$ cat src/rtl/pc_fetch_pkg.sv
// Shared definitions for the instruction-fetch stage.
//   fetch_state_t    : fetch controller states
//   INST_ADDR_BUS    : instruction address width
//   INST_BUS         : instruction word width
//   ZERO_WORD        : all-zero instruction word
//   DEFAULT_RESET_PC : first fetch address after reset
package pc_fetch_pkg;

   localparam int INST_ADDR_BUS = 32;
   localparam int INST_BUS      = 32;

   localparam logic [INST_BUS-1:0]      ZERO_WORD        = 32'h0000_0000;
   localparam logic [INST_ADDR_BUS-1:0] DEFAULT_RESET_PC = 32'hBFC0_0000;

   typedef enum logic [2:0] {
      IDLE    = 3'd0,
      REQ     = 3'd1,
      FULL    = 3'd2,
      DISCARD = 3'd3,
      HALT    = 3'd4
   } fetch_state_t;

endpackage

$ cat src/rtl/pc_fetch.sv
// Instruction-fetch stage. Owns the PC, keeps at most one request to
// instruction memory outstanding, and holds one fetched instruction in the
// IF/ID output slot.
// Ports:
//   clk, rst            : clock, synchronous active-high reset
//   stall               : downstream cannot take the slot this cycle
//   redirect/redirect_pc: one-cycle restart at a new address
//   imem_req/imem_addr  : fetch request and address to instruction memory
//   imem_ack/imem_rdata : response (may arrive in the request cycle)
//   if_pc/if_inst       : slot PC and instruction
//   if_valid/if_adel    : slot occupied / slot is an address-error entry
//   fetch_busy          : request pending without ack (stall request)
module pc_fetch
   import pc_fetch_pkg::*;
#(
   parameter logic [INST_ADDR_BUS-1:0] RESET_PC = DEFAULT_RESET_PC
) (
   input  logic                     clk,
   input  logic                     rst,
   input  logic                     stall,
   input  logic                     redirect,
   input  logic [INST_ADDR_BUS-1:0] redirect_pc,
   output logic                     imem_req,
   output logic [INST_ADDR_BUS-1:0] imem_addr,
   input  logic                     imem_ack,
   input  logic [INST_BUS-1:0]      imem_rdata,
   output logic [INST_ADDR_BUS-1:0] if_pc,
   output logic [INST_BUS-1:0]      if_inst,
   output logic                     if_valid,
   output logic                     if_adel,
   output logic                     fetch_busy
);

   fetch_state_t state, state_nxt;

   logic [INST_ADDR_BUS-1:0] pc;
   logic [INST_ADDR_BUS-1:0] drop_addr;   // address of a request being thrown away

   // datapath controls from the next-state logic
   logic                     ld_fetch;    // slot <= {pc, rdata}
   logic                     ld_adel;     // slot <= {adel_addr, 0, adel}
   logic                     clr_valid;   // slot consumed or flushed
   logic                     pc_inc;
   logic                     pc_redir;
   logic                     save_drop;
   logic [INST_ADDR_BUS-1:0] adel_addr;
   logic                     redir_mis;

   assign redir_mis = (redirect_pc[1:0] != 2'b00);

   // state and datapath registers
   always_ff @(posedge clk) begin
      if (rst) begin
         state     <= IDLE;
         pc        <= RESET_PC;
         drop_addr <= '0;
         if_pc     <= '0;
         if_inst   <= ZERO_WORD;
         if_valid  <= 1'b0;
         if_adel   <= 1'b0;
      end else begin
         state <= state_nxt;

         if (pc_redir)    pc <= redirect_pc;
         else if (pc_inc) pc <= pc + 32'd4;   // modulo 2^32 wrap

         if (save_drop) drop_addr <= pc;

         if (ld_fetch) begin
            if_pc    <= pc;
            if_inst  <= imem_rdata;
            if_valid <= 1'b1;
            if_adel  <= 1'b0;
         end else if (ld_adel) begin
            if_pc    <= adel_addr;
            if_inst  <= ZERO_WORD;
            if_valid <= 1'b1;
            if_adel  <= 1'b1;
         end else if (clr_valid) begin
            if_valid <= 1'b0;
            if_adel  <= 1'b0;
         end
      end
   end

   // next-state and datapath control
   always_comb begin
      state_nxt = state;
      ld_fetch  = 1'b0;
      ld_adel   = 1'b0;
      clr_valid = 1'b0;
      pc_inc    = 1'b0;
      pc_redir  = 1'b0;
      save_drop = 1'b0;
      adel_addr = redirect;
      adel_addr = redirect ? redirect_pc : pc;

      if (redirect) begin
         pc_redir  = 1'b1;
         clr_valid = 1'b1;
         unique case (state)
            REQ, DISCARD: begin
               if (imem_ack) begin
                  // outstanding request completes now; its data is dropped
                  if (redir_mis) begin ld_adel = 1'b1; state_nxt = HALT; end
                  else           state_nxt = REQ;
               end else begin
                  // request still in flight: keep its address on the bus
                  if (state == REQ) save_drop = 1'b1;
                  state_nxt = DISCARD;
               end
            end
            default: begin
               if (redir_mis) begin ld_adel = 1'b1; state_nxt = HALT; end
               else           state_nxt = REQ;
            end
         endcase
      end else begin
         unique case (state)
            IDLE: state_nxt = REQ;
            REQ: begin
               if (imem_ack) begin
                  ld_fetch  = 1'b1;
                  pc_inc    = 1'b1;
                  state_nxt = FULL;
               end
            end
            FULL: begin
               if (!stall) begin
                  if (imem_ack) begin
                     // consume and refill on the same edge
                     ld_fetch = 1'b1;
                     pc_inc   = 1'b1;
                  end else begin
                     clr_valid = 1'b1;
                     state_nxt = REQ;
                  end
               end
            end
            DISCARD: begin
               if (imem_ack) begin
                  // a misaligned target was parked in pc during the wait
                  if (pc[1:0] != 2'b00) begin ld_adel = 1'b1; state_nxt = HALT; end
                  else                  state_nxt = REQ;
               end
            end
            HALT: begin
               if (if_valid && !stall) clr_valid = 1'b1;
            end
            default: state_nxt = IDLE;
         endcase
      end
   end

   // memory interface outputs
   always_comb begin
      imem_req   = (state == REQ) || (state == DISCARD) ||
                   ((state == FULL) && !stall && !redirect);
      imem_addr  = (state == DISCARD) ? drop_addr : pc;
      fetch_busy = imem_req && !imem_ack;
   end

endmodule

$ cat config.mk
export PLATFORM = sky130hd
export DESIGN_NAME = pc_fetch
export DESIGN_NICKNAME = d
export VERILOG_FILES = /design/src/rtl/pc_fetch_pkg.sv /design/src/rtl/pc_fetch.sv
export SDC_FILE = /design/constraint.sdc
export NUM_CORES = 1
export LEC_CHECK = 0
export CAP_MARGIN = 25
export CORE_MARGIN = 10
export CORE_UTILIZATION = 45
export DETAILED_ROUTE_END_ITERATION = 8
export DONT_BUFFER_PORTS = 1
export PLACE_DENSITY = 0.65
export SETUP_SLACK_MARGIN = 0.05
export SKIP_CTS_REPAIR_TIMING = 1
export SLEW_MARGIN = 30
export SYNTH_ARGS = -nofsm -noshare
export SYNTH_HDL_FRONTEND = slang
export SYNTH_SLANG_ARGS = --single-unit
$ cat constraint.sdc
create_clock -name clk -period 1.8 [get_ports clk]
set_input_delay 0.27 -clock clk [delete_from_list [all_inputs] [get_ports clk]]
set_output_delay 0.27 -clock clk [all_outputs]
set_load 0.05 [all_outputs]
==> results_dict.tcl, run 1 <==
set metrics [dict create \
    synthArstFlopShare 0 \
    clk_latency_ns 0.42 \
    antenna_cells 0 \
    synth_area_mm2 0.00606 \
    power.share.sequential 0.438 \
    ys_warn_count 0 \
    finalSetupTns_ns -2.96 \
    combPwrFrac 0.151 \
    synth_cell_types 62 \
    gp_congestion 0.822 \
    grtUsageTotal 0.185 \
    cts_buffers 17 \
    hold_depth 1 \
    p_leak_uw 0.00311 \
    fp.dieW_um 136 \
    fin_crit_sh 1.06 \
    avgSynthCellArea_um2 8.99 \
    grt_max_degree 119 \
    skew_ns 0.00752 \
    htreeDepth 4 \
    final_max_slew_viol_count 0 \
    outcome "finished with violations" \
    synth_flop_cell "dfxtp_1" \
    grt_pass1_wl_mm 27.4 \
    worst_pin_slew_ns 0.596 \
    synth_edf_count 0 \
    post-route-cell-area_mm2 0.00777 \
    yosys-top-cells-area "dfxtp_1 (44%), mux2_2 (5.9%), nand2_1 (5.7%)" \
    wl_per_cell_um 19.9 \
    worst_slack_ns -0.116 \
    synth_top_area_cell "dfxtp_1" \
    ys_ff_latch 133 \
    power.switching_uw 2280 \
    via_per_inst 5.77 \
    cts_tree "yes" \
    io_buffers 0 \
    violations "negative hold slack, negative setup slack" \
    critPathTopFamily "multiplexers" \
    critical_path.cell_chain "buf_4 -> nand3b_4 -> buf_12 -> mux2_4" \
    cts-root-buf "clkbuf_16" \
    setup_viol 36 \
    whs_ns -0.0569 \
    hold_class "primary input to flip-flop" \
    synth_top_area_frac 0.439 \
    clk_path_buf_depth 2 \
    wirelength_mm 18.5 \
    drt_first_pass_iters 5 \
    core_mm2 0.0132 \
    drc_errors 0 \
    hold_viol_final 13 \
    crit_path_end_kind "output pin" \
    internal_power_uw 5540 \
    drtAntennaViolNets 0 \
    max_slew_margin 0.602 \
    hpwlAfterDp_mm 12.6 \
    p_sw_frac 0.292 \
    nFillCells 1176 \
    drt_iter0_markers 414 \
    yosysSeqAreaShare 0.439 \
    cp.depth 4 \
    grt_antenna_before_repair 0 \
    dpl-instance-area_mm2 0.00666 \
    synthToLayoutAreaGrowth_pct 28.2 \
    crit_type "flip-flop to output pin" \
    crit_path_top_delay_cell "mux2_4" \
    chipHeight_um 136 \
    ff2ff_path_depth 7 \
    num_rows 42 \
    start_util 0.458 \
    power_frac_clock 0.411 \
    cts_sinks 133 \
    nets 812 \
    io_pins 169 \
    vdd_drop_max_v 0.000600 \
    powerDensity_mw_per_mm2 1010 \
    vias 5366 \
    crit_fanout 21 \
    cap_violations 0 \
    drive_gt1_frac 0.218 \
    cp.arrival_ns 1.65 \
    required_ns 1.53 \
    first_global_vias 5197 \
    cts.clk_slew.worst_paths_ns 0.06 \
    slowest_delay_ns 0.41 \
    cp_num_buf_inv 2 \
    syn_nets 744 \
    dieArea_mm2 0.0185 \
    finalCriticalPeriod_ns 1.92 \
    rsz0062_at_grt "yes" \
    startpoint_type "flip-flop" \
    overflow 0 \
    fmax_mhz 522 \
    syn_inst 674 \
]
-- cell families after synthesis --
family	count (synthesis)	share of synthesized area
DFF	133	0.439
muxes	58	0.102
adders and majority gates	1	0.00206
xor gates and xnor gates	18	0.0260
buffers and inverters	70	0.0520
AOI/OAI and AO/OA	164	0.196
and+or+nand+nor	230	0.182
-- cell usage after synthesis, drive strengths merged (2+ instances only) --
master and count:
nor3b 8, inv 4, dfxtp 133, a311oi 9
mux2 32, a2111oi 3, o21ai 7, a22o 32
o2111ai 3, nand2 92, xnor2 13, nand4 12
nor4b 2, and4 4, and3 5, nor4 5
a31o 2, o21a 3, a31oi 2, nand2b 5
nand3 9, a211oi 36, o311a 2, or3 2
o22a 2, a21oi 43, a22oi 5, clkbuf 44
nor3 21, mux2i 26, nor2 58, xor2 5
o22ai 5, buf 21
-- final timing paths --
path                                end                        from  slack (ns)
max                       imem_addr[31]       state[0]$_SDFFE_PP0P_       -0.12
min          drop_addr[30]$_SDFFE_PP0P_                         rst       -0.06
max reg2reg      if_pc[10]$_SDFFE_PP0P_       state[0]$_SDFFE_PP0P_       -0.03
min reg2reg  drop_addr[22]$_SDFFE_PP0P_  drop_addr[22]$_SDFFE_PP0P_        0.45
-- power groups by stage --
stage | logic [µW] | clock network, µW | registers, µW
after floorplan | 747 | 0 | 3560
after global placement | 1050 | 0 | 3480
after detailed placement | 1070 | 0 | 3490
after CTS | 1080 | 3280 | 3420
after global routing | 1270 | 3400 | 3440
final | 1180 | 3210 | 3420
-- state kept, by name (all words and copies together) (netlist names) --
register,cells
if_adel,1
drop_addr,32
state,3
if_valid,1
pc,32
if_inst,32
if_pc,32
-- cell usage in the layout (no fill, tap or decap), types with 6 or more instances in the layout --
cell type,count
a211oi_1,35
dlygate4sd3_1,35
nand4_1,12
nor2_1,56
a311oi_1,9
a21oi_1,43
mux2_4,32
nor3b_1,7
o21ai_0,6
dfxtp_1,128
clkbuf_16,17
nor3_1,18
buf_4,69
a22o_1,32
nand3_1,8
nand2_1,91
xnor2_1,13
mux2i_1,26
-- metal layers --
metal  share of wire  global-route usage
met1            0.39               0.212
met2            0.50               0.309
met3           0.092              0.0738
met4           0.019              0.0586
met5               0                   0
-- per-stage QoR --
stage | setup slack, ns | cells | power [µW] | util
floorplan | -0.0843 | 674 | 4310 | -
global placement | 0.111 | 862 | 4530 | 0.503
detailed placement | 0.0213 | 862 | 4560 | 0.503
CTS | -0.406 | 893 | 7780 | 0.544
global route | -0.165 | 930 | 8110 | 0.587
finish | -0.116 | 930 | 7820 | 0.587
-- layout make-up --
cell class	instances	area, µm²	area share
inverter	5	18.8	0.00242
clock buffer	23	468	0.0602
sequential	133	2680	0.344
clock inverter	8	77.6	0.00998
multi-input combinational	471	3280	0.422
tap	176	220	0.0283
timing repair buffer	114	1030	0.132
Power figures use the tool's default switching activity.
==> run 2, diff against run 1 <==
--- a/config.mk
+++ b/config.mk
@@ -11,7 +11,7 @@
 export DETAILED_ROUTE_END_ITERATION = 8
 export DONT_BUFFER_PORTS = 1
 export PLACE_DENSITY = 0.65
-export SETUP_SLACK_MARGIN = 0.05
+export SETUP_SLACK_MARGIN = 0.3
 export SKIP_CTS_REPAIR_TIMING = 1
 export SLEW_MARGIN = 30
 export SYNTH_ARGS = -nofsm -noshare
==> results_dict.tcl, run 2 (synthesis gave the netlist of run 1 again) <==
set metrics [dict create \
    hpwlAfterDp_mm 12.5 \
    powerDensity_mw_per_mm2 903 \
    drtAntennaViolNets 0 \
    worst_slack_ns -0.221 \
    clk_path_buf_depth 2 \
    htreeDepth 4 \
    io_pins 169 \
    setup_viol 108 \
    chipHeight_um 136 \
    grtUsageTotal 0.189 \
    fmax_mhz 495 \
    num_rows 42 \
    first_global_vias 5143 \
    start_util 0.458 \
    clk_latency_ns 0.43 \
    crit_fanout 8 \
    outcome "finished with violations" \
    whs_ns -0.0724 \
    final_cells 976 \
    cts_tree "yes" \
    cp.arrival_ns 1.75 \
    grt_antenna_before_repair 2 \
    synthToLayoutAreaGrowth_pct 54.0 \
    drive_gt1_frac 0.409 \
    cts.clk_slew.worst_paths_ns 0.06 \
    dpl-instance-area_mm2 0.00686 \
    io_buffers 0 \
    crit_type "flip-flop to output pin" \
    nets 855 \
    startpoint_type "flip-flop" \
    cap_violations 0 \
    layout_common_cells "dfxtp_1 (125), nand2_1 (76), buf_4 (56)" \
    vias 5913 \
    grt_pass1_wl_mm 28.0 \
    hold_class "primary input to flip-flop" \
    crit_path_end_kind "output pin" \
    core_mm2 0.0132 \
    grt_max_degree 119 \
    drt_first_pass_iters 5 \
    final_common_cell "dfxtp_1" \
    hold_viol_final 31 \
    final_util 0.705 \
    cts_buffers 17 \
    drt_iter0_markers 369 \
    via_per_inst 6.06 \
    cts-root-buf "clkbuf_16" \
    wirelength_mm 23.0 \
    required_ns 1.53 \
    fin_crit_sh 1.12 \
    overflow 0 \
    drc_errors 0 \
    fp.dieW_um 136 \
    dieArea_mm2 0.0185 \
    worst_pin_slew_ns 0.607 \
    skew_ns 0.00936 \
    max_slew_margin 0.595 \
    final_max_slew_viol_count 0 \
    dp_cells 852 \
    p_leak_uw 0.00372 \
    cts_sinks 133 \
    violations "negative hold slack, negative setup slack" \
    gp_congestion 0.787 \
    vdd_drop_max_v 0.000598 \
    rsz0062_at_grt "yes" \
    post-route-cell-area_mm2 0.00934 \
    wl_per_cell_um 23.6 \
    finalCriticalPeriod_ns 2.02 \
]
-- run 2: cell types whose count changed in the layout (fill, tap and decap cells not counted), moves of 10 or more --
cell       previous run  this run
a21oi_1              43        26
nand2_1              91        76
clkbuf_16            17        28
nor2_4                0        10
buf_4                69        56
buf_6                 4        41
a211oi_1             35        10
nand2_4               0        15
a21oi_2               0        16
nor2_1               56        41
a211oi_2              1        26
-- run 2: final timing paths --
| kind | start | endpoint | slack [ns] | depth (start not counted) |
|---|---|---|---|---|
| worst max-delay path | state[1]$_SDFFE_PP0P_ | imem_addr[9] | -0.22 | 4 |
| worst min-delay path | rst | if_pc[27]$_SDFFE_PP0P_ | -0.07 | 1 |
| worst max register to register | state[0]$_SDFFE_PP0P_ | if_pc[18]$_SDFFE_PP0P_ | -0.20 | 11 |
| worst min register to register | drop_addr[29]$_SDFFE_PP0P_ | drop_addr[29]$_SDFFE_PP0P_ | 0.45 | 2 |
-- run 2: cell type report --
class | instances | area (µm²)
clock buffers | 17 | 425
clock inverters | 15 | 145
multi-input cells | 472 | 4090
inverters | 5 | 18.8
flip-flops and latches | 133 | 2690
fillers | 940 | 3910
well taps | 176 | 220
diodes | 2 | 5.00
repair buffers | 156 | 1750
-- run 2: worst max-delay path, stage by stage (launching register included) --
cell and delay, ns:
dfxtp_2 0.38, buf_6 0.12, nand3b_4 0.18, clkbuf_16 0.24
mux2_4 0.40
-- run 2: where the power goes --
part / switching [µW] / internal [µW] / leakage [µW] / total [µW]
Clock: 1460 / 1930 / 0.000283 / 3390
Sequential: 414 / 3100 / 0.00109 / 3510
Combinational: 830 / 705 / 0.00235 / 1530
-- run 2: layer usage --
layer | global-route usage | vias up | part of all wire
li1 | - | 2679 | -
met1 | 0.220 | 2950 | 0.39
met2 | 0.303 | 236 | 0.50
met3 | 0.0812 | 48 | 0.085
met4 | 0.0669 | 0 | 0.027
met5 | 0 | - | 0
-- run 2: through the flow --
stage | power (µW) | setup TNS (ns) | worst slack [ns]
floorplan | 4400 | 0 | 0.000626
global placement | 4540 | -7.14 | -0.217
detailed placement | 4580 | -0.493 | -0.0865
CTS | 7930 | -10.49 | -0.380
global route | 8680 | -19.23 | -0.280
finish | 8430 | -12.02 | -0.221
